$ cat src/rtl/morra_pkg.sv
// Shared encodings and FSM state type for the MorraCinese match sequencer.
package morra_pkg;

   localparam int unsigned MOVE_W = 2;

   typedef logic [MOVE_W-1:0] move_t;

   // Player moves
   localparam move_t MOVE_NONE    = 2'b00;
   localparam move_t MOVE_SASSO   = 2'b01;
   localparam move_t MOVE_CARTA   = 2'b10;
   localparam move_t MOVE_FORBICE = 2'b11;

   // Per-manche result from the core
   localparam move_t MANCHE_INVALID = 2'b00;
   localparam move_t MANCHE_P1      = 2'b01;
   localparam move_t MANCHE_P2      = 2'b10;
   localparam move_t MANCHE_DRAW    = 2'b11;

   // Match status from the core
   localparam move_t PARTITA_ONGOING = 2'b00;
   localparam move_t PARTITA_P1      = 2'b01;
   localparam move_t PARTITA_P2      = 2'b10;
   localparam move_t PARTITA_DRAW    = 2'b11;

   typedef struct packed {
      move_t primo;
      move_t secondo;
   } move_pair_t;

   typedef enum logic [2:0] {
      IDLE,
      CLEAR,
      COLLECT,
      PLAY,
      RESULT,
      DONE
   } state_t;

   // An invalid manche is reported but does not advance the manche count.
   function automatic logic manche_counts(input move_t m);
      return m != MANCHE_INVALID;
   endfunction

endpackage

$ cat src/rtl/morra_move_slot.sv
// One player's move slot: valid/ready capture register with full flag and clear.
module morra_move_slot
   import morra_pkg::*;
(
   input  logic  clk,
   input  logic  rst,
   input  logic  valid,
   input  move_t move,
   input  logic  collect_nxt,
   input  logic  clr,
   output logic  ready,
   output logic  full,
   output logic  hs_c,
   output move_t data_c
);

   move_t data;
   logic  full_c;

   assign hs_c   = valid && ready;
   assign full_c = !clr && (full || hs_c);
   assign data_c = clr ? MOVE_NONE : (hs_c ? move : data);

   // READY is registered against the slot's next occupancy.
   always_ff @(posedge clk or posedge rst) begin
      if (rst) begin
         ready <= 1'b0;
         full  <= 1'b0;
         data  <= MOVE_NONE;
      end else begin
         ready <= collect_nxt && !full_c;
         full  <= full_c;
         data  <= data_c;
      end
   end

endmodule

$ cat src/rtl/morra_match_sequencer.sv
// Drives the MorraCinese core through a full match: collects move pairs,
// plays them for one cycle, reports manche results and latches the winner.
module morra_match_sequencer
   import morra_pkg::*;
#(
   parameter int unsigned TIMEOUT_CYC = 16,
   parameter int unsigned CNT_W       = 4
) (
   input  logic             clk,
   input  logic             RST,
   input  logic             START,
   input  logic             P1_VALID,
   input  logic [1:0]       P1_MOVE,
   output logic             P1_READY,
   input  logic             P2_VALID,
   input  logic [1:0]       P2_MOVE,
   output logic             P2_READY,
   output logic [1:0]       CORE_PRIMO,
   output logic [1:0]       CORE_SECONDO,
   output logic             CORE_INIZIO,
   input  logic [1:0]       CORE_MANCHE,
   input  logic [1:0]       CORE_PARTITA,
   output logic             RES_VALID,
   output logic [1:0]       RES_MANCHE,
   output logic             BUSY,
   output logic             GAME_OVER,
   output logic [1:0]       WINNER,
   output logic [CNT_W-1:0] N_MANCHE,
   output logic             TIMEOUT
);

   localparam int unsigned TCNT_W = (TIMEOUT_CYC > 1) ? $clog2(TIMEOUT_CYC) : 1;
   localparam logic [TCNT_W-1:0] TCNT_LAST = TCNT_W'(TIMEOUT_CYC - 1);
   localparam logic [CNT_W-1:0]  CNT_MAX   = '1;

   state_t            state;
   state_t            state_nxt;
   logic              p1_hs_c;
   logic              p2_hs_c;
   logic              p1_full;
   logic              p2_full;
   move_pair_t        pair_c;
   logic              both_c;
   logic              one_full;
   logic              expire_c;
   logic              slot_clr_c;
   logic              collect_nxt;
   logic [TCNT_W-1:0] tcnt;
   logic [TCNT_W-1:0] tcnt_nxt;

   morra_move_slot u_slot_p1 (
      .clk         (clk),
      .rst         (RST),
      .valid       (P1_VALID),
      .move        (P1_MOVE),
      .collect_nxt (collect_nxt),
      .clr         (slot_clr_c),
      .ready       (P1_READY),
      .full        (p1_full),
      .hs_c        (p1_hs_c),
      .data_c      (pair_c.primo)
   );

   morra_move_slot u_slot_p2 (
      .clk         (clk),
      .rst         (RST),
      .valid       (P2_VALID),
      .move        (P2_MOVE),
      .collect_nxt (collect_nxt),
      .clr         (slot_clr_c),
      .ready       (P2_READY),
      .full        (p2_full),
      .hs_c        (p2_hs_c),
      .data_c      (pair_c.secondo)
   );

   // A pair is complete this cycle if each slot is full or is being filled now.
   assign both_c      = (p1_full || p1_hs_c) && (p2_full || p2_hs_c);
   assign one_full    = p1_full ^ p2_full;
   assign collect_nxt = (state_nxt == COLLECT);
   assign slot_clr_c  = (state == CLEAR) || (state == PLAY) || expire_c;

   // Half-pair timeout; a late arrival in the expiry cycle suppresses it.
   always_comb begin
      tcnt_nxt = '0;
      expire_c = 1'b0;
      if ((state == COLLECT) && one_full && !both_c) begin
         if (tcnt == TCNT_LAST) begin
            expire_c = 1'b1;
         end else begin
            tcnt_nxt = tcnt + TCNT_W'(1);
         end
      end
   end

   always_ff @(posedge clk or posedge RST) begin
      if (RST) begin
         state <= IDLE;
         tcnt  <= '0;
      end else begin
         state <= state_nxt;
         tcnt  <= tcnt_nxt;
      end
   end

   always_comb begin
      state_nxt = state;
      case (state)
         IDLE:    if (START) state_nxt = CLEAR;
         CLEAR:   state_nxt = COLLECT;
         COLLECT: if (both_c) state_nxt = PLAY;
         PLAY:    state_nxt = RESULT;
         RESULT:  state_nxt = (CORE_PARTITA != PARTITA_ONGOING) ? DONE : COLLECT;
         DONE:    if (START) state_nxt = CLEAR;
         default: state_nxt = IDLE;
      endcase
   end

   // Outputs are registered from the next state so they align with it.
   always_ff @(posedge clk or posedge RST) begin
      if (RST) begin
         CORE_PRIMO   <= MOVE_NONE;
         CORE_SECONDO <= MOVE_NONE;
         CORE_INIZIO  <= 1'b0;
         RES_VALID    <= 1'b0;
         RES_MANCHE   <= MANCHE_INVALID;
         BUSY         <= 1'b0;
         GAME_OVER    <= 1'b0;
         WINNER       <= PARTITA_ONGOING;
         N_MANCHE     <= '0;
         TIMEOUT      <= 1'b0;
      end else begin
         CORE_INIZIO  <= (state_nxt == CLEAR);
         CORE_PRIMO   <= (state_nxt == PLAY) ? pair_c.primo   : MOVE_NONE;
         CORE_SECONDO <= (state_nxt == PLAY) ? pair_c.secondo : MOVE_NONE;
         BUSY         <= (state_nxt == CLEAR) || (state_nxt == COLLECT) ||
                         (state_nxt == PLAY)  || (state_nxt == RESULT);
         GAME_OVER    <= (state_nxt == DONE);
         TIMEOUT      <= expire_c;
         RES_VALID    <= (state == RESULT);
         if (state_nxt == CLEAR) begin
            RES_MANCHE <= MANCHE_INVALID;
            WINNER     <= PARTITA_ONGOING;
            N_MANCHE   <= '0;
         end else if (state == RESULT) begin
            RES_MANCHE <= CORE_MANCHE;
            if (manche_counts(CORE_MANCHE) && (N_MANCHE != CNT_MAX)) begin
               N_MANCHE <= N_MANCHE + CNT_W'(1);
            end
            if (CORE_PARTITA != PARTITA_ONGOING) begin
               WINNER <= CORE_PARTITA;
            end
         end
      end
   end

endmodule
$ cat config.mk
export PLATFORM = sky130hd
export DESIGN_NAME = morra_match_sequencer
export DESIGN_NICKNAME = d
export VERILOG_FILES = /design/src/rtl/morra_pkg.sv /design/src/rtl/morra_move_slot.sv /design/src/rtl/morra_match_sequencer.sv
export SDC_FILE = /design/constraint.sdc
export NUM_CORES = 1
export LEC_CHECK = 0
export ABC_AREA = 0
export CORE_MARGIN = 2
export CORE_UTILIZATION = 45
export DETAILED_ROUTE_END_ITERATION = 10
export PLACE_DENSITY = 0.79
export SLEW_MARGIN = 5
export SYNTH_ARGS = -nofsm -noshare
export SYNTH_HDL_FRONTEND = slang
export SYNTH_SLANG_ARGS = --single-unit
$ cat constraint.sdc
create_clock -name clk -period 1.94 [get_ports clk]
set_clock_uncertainty 0.15 [all_clocks]
set_input_delay 0.291 -clock clk [delete_from_list [all_inputs] [get_ports clk]]
set_output_delay 0.291 -clock clk [all_outputs]
set_load 0.01 [all_outputs]
==> impl_metrics.toml <==
[drt]
firstDrtPassIters = 4
drt_iter0_markers = 24
totalWireLength_um = 2700
vias = 1054
routedWlPerCell_um = 13.9
viasPerCell = 5.41
ant_nets = 0
drc = 0

[cts]
clock_path_buffers = 2
cts_resized = 0
root_buffer = "clkbuf_4"
post-cts-setup-buffers = 0
ctsHoldBuffers = 0
htreeDepth = 2
cts.sink_count = 32
cts.reportedPaths.clkPinSlew_ns = 0.10
clk_latency_ns = 0.33
cts_tree = "yes"
cts-buffers-inserted = 5

[global_route]
grt_max_degree = 33
track_usage_pct = 17.7
grt-ovfl-total = 0
grt_pass1_vias = 1103
antenna_found_initial = 0
grt_pass1_wl_um = 4600

[synth]
synth-seq-cells = 32
syn_nets = 134
netlist.area_leader.share_pct = 57.6
ys.warnings.count = 0
seq_area_frac_synth_pct = 57.6
yosysUniqueCellTypes = 37
yosysTopAreaCell = "dfrtp_1"
syn_avg_cell_area_um2 = 11.7
syn_area_um2 = 1390
synth_area_leaders = "dfrtp_1 (58%), mux2i_1 (5.0%), nor2_1 (4.9%)"
syn_inst = 119

[final_layout]
final_area_um2 = 1830
areaGrowthSynthToFinish_pct = 31.8
drive_gt1_share_pct = 13.6
nNetsFinal = 177
num_antenna_cells = 0
nFillCells = 262
fin_util_pct = 61.1
stdcell_count = 195

[hold_path]
hp-class = "in -> async"

[power]
p_per_area_nw_per_um2 = 1260
leakagePower_nw = 0.859
irDropWorstVdd_mv = 0.613

[timing]
finalHoldViolCount = 0
setup_viol = 0
report.final.slew_viol_count = 0
post-route-min-period_ns = 1.78
worst_hold_slack_ns = 0.184
slew_headroom_pct = 72.3
rsz0062_at_grt = "false"
finalCritPeriodShare_pct = 91.8
fin_setup_tns_ns = 0
worst_slew_pin_slew_ns = 0.416
fmax_ghz = 0.562

[worst_setup_path]
cp.arrival_ns = 1.89
endpoint_kind = "flip-flop"
crit_required_ns = 2.05
rr_worst_depth = 4
cp_max_fo = 10
start_kind = "flip-flop"
path_class = "reg -> reg"

[floorplanning]
die_h_um = 59.6
ioPinCount = 32
rows = 20
initial_core_util_pct = 46.3
die_x_um = 59.6
core-area_um2 = 3000
dieArea_um2 = 3550

[status]
status = "finished, final reports clean"

[run]
maxCapViolCount = 0

[placement]
dpl_cell_area_um2 = 1780
gp_congestion = 0.776
place_inst = 188
port-buffer-count = 31
dp_hpwl_um = 2030
-- sequential cells by signal, indices dropped and copies added, names as in the netlist --
| signal | count |
|---|---|
| N_MANCHE | 4 |
| tcnt | 4 |
| state | 3 |
| CORE_PRIMO | 2 |
| CORE_SECONDO | 2 |
| RES_MANCHE | 2 |
| WINNER | 2 |
| u_slot_p1.data | 2 |
| u_slot_p2.data | 2 |
| BUSY | 1 |
| CORE_INIZIO | 1 |
| GAME_OVER | 1 |
| RES_VALID | 1 |
| TIMEOUT | 1 |
| u_slot_p1.full | 1 |
| u_slot_p1.ready | 1 |
| u_slot_p2.full | 1 |
| u_slot_p2.ready | 1 |
-- where the power goes --
| group | switching, mW | internal (mW) | leakage [nW] |
|---|---|---|---|
| clock network | 0.216 | 0.132 | 0.0271 |
| registers | 0.158 | 0.855 | 0.428 |
| logic | 0.432 | 0.519 | 0.404 |
| total | 0.806 | 1.51 | 0.859 |
-- final cells by class --
class,count,area [um^2],area share [%]
well taps,33,41.3,2.25
clock inverters,2,12.5,0.682
flip-flops and latches,32,801,43.7
inverters,4,15.0,0.819
repair buffers,40,378,20.6
clock buffers,5,37.5,2.05
multi-input cells,79,549,29.9
-- layer usage --
| metal | GRT usage [%] | up-vias | share of wire (%) |
|---|---|---|---|
| met5 | 0 | - | 0 |
| met4 | 7.30 | 0 | 1.3 |
| met3 | 6.77 | 5 | 3.8 |
| met2 | 31.9 | 17 | 55 |
| met1 | 18.3 | 532 | 40 |
| li1 | - | 500 | - |
-- metrics by stage --
stage	power [mW]	setup slack, ns
finish	2.31	0.160
global route	2.47	0.0835
CTS	2.33	0.160
detailed placement	1.98	-0.00430
global placement	1.92	0.0452
floorplan	1.56	0.334
-- logic make-up after synthesis --
logic type               synth area share [%]
XOR/XNOR                                 2.52
AO/OA/AOI/OAI                            13.4
adder cells (fa/ha/maj)                  1.80
multiplexers                             5.04
AND/OR/NAND/NOR                          16.7
flip-flops                               57.6
buffers and inverters                    2.97
-- worst paths after layout --
kind,startpoint,to,slack [ns]
setup / recovery,state[1]$_DFF_PP0_,CORE_PRIMO[1]$_DFF_PP0_,0.16
hold / removal,RST,tcnt[0]$_DFF_PP0_,0.18
setup reg to reg,state[1]$_DFF_PP0_,CORE_PRIMO[1]$_DFF_PP0_,0.16
hold reg to reg,tcnt[0]$_DFF_PP0_,tcnt[0]$_DFF_PP0_,0.33
max in group asynchronous,RST,CORE_PRIMO[1]$_DFF_PP0_,1.17
min in group clk,tcnt[0]$_DFF_PP0_,tcnt[0]$_DFF_PP0_,0.33
-- cells in the mapped netlist --
cell      count
a211oi_1      2
a21o_1        1
a21oi_1       5
a22oi_1       2
a31o_1        1
a41o_1        1
and3_1        2
buf_2         3
buf_6         1
dfrtp_1      32
ha_1          2
inv_1         4
mux2i_1       7
nand2_1       7
nand2b_1      2
nand2b_4      1
nand3_1       3
nand3_2       1
nor2_1       18
nor2b_1       1
nor3_1        3
nor3b_2       1
nor3b_4       1
nor4b_1       1
o211a_4       1
o21a_1        1
o21ai_0       2
o21ba_1       2
o21bai_1      1
o31a_1        1
o31ai_1       1
o32a_1        1
o32ai_2       1
or3_1         1
or4_1         1
xnor2_1       2
xor2_1        2
-- layout by cell type, fill, tap and decap left out, types with 2 or more instances in the layout --
cell / netlist / final
ha_1: 2 / 2
nor3_1: 3 / 3
mux2i_1: 7 / 7
o21ai_0: 2 / 2
xor2_1: 2 / 2
nand2_1: 7 / 7
dfrtp_1: 32 / 32
buf_4: 0 / 9
o21ba_1: 2 / 2
inv_1: 4 / 4
nand2b_1: 2 / 2
xnor2_1: 2 / 2
a21oi_1: 5 / 5
nor2_1: 18 / 18
nand3_1: 3 / 3
a211oi_1: 2 / 2
clkdlybuf4s50_1: 0 / 31
a22oi_1: 2 / 2
clkbuf_4: 0 / 5
and3_1: 2 / 2
-- worst max-delay path, cell delays in order (launching register included) --
cell and delay, ns:
dfrtp_1 0.61, nand2b_4 0.09, or4_1 0.57, buf_4 0.19, nor2_1 0.10
Note: power is estimated with default switching activity, not from simulation.
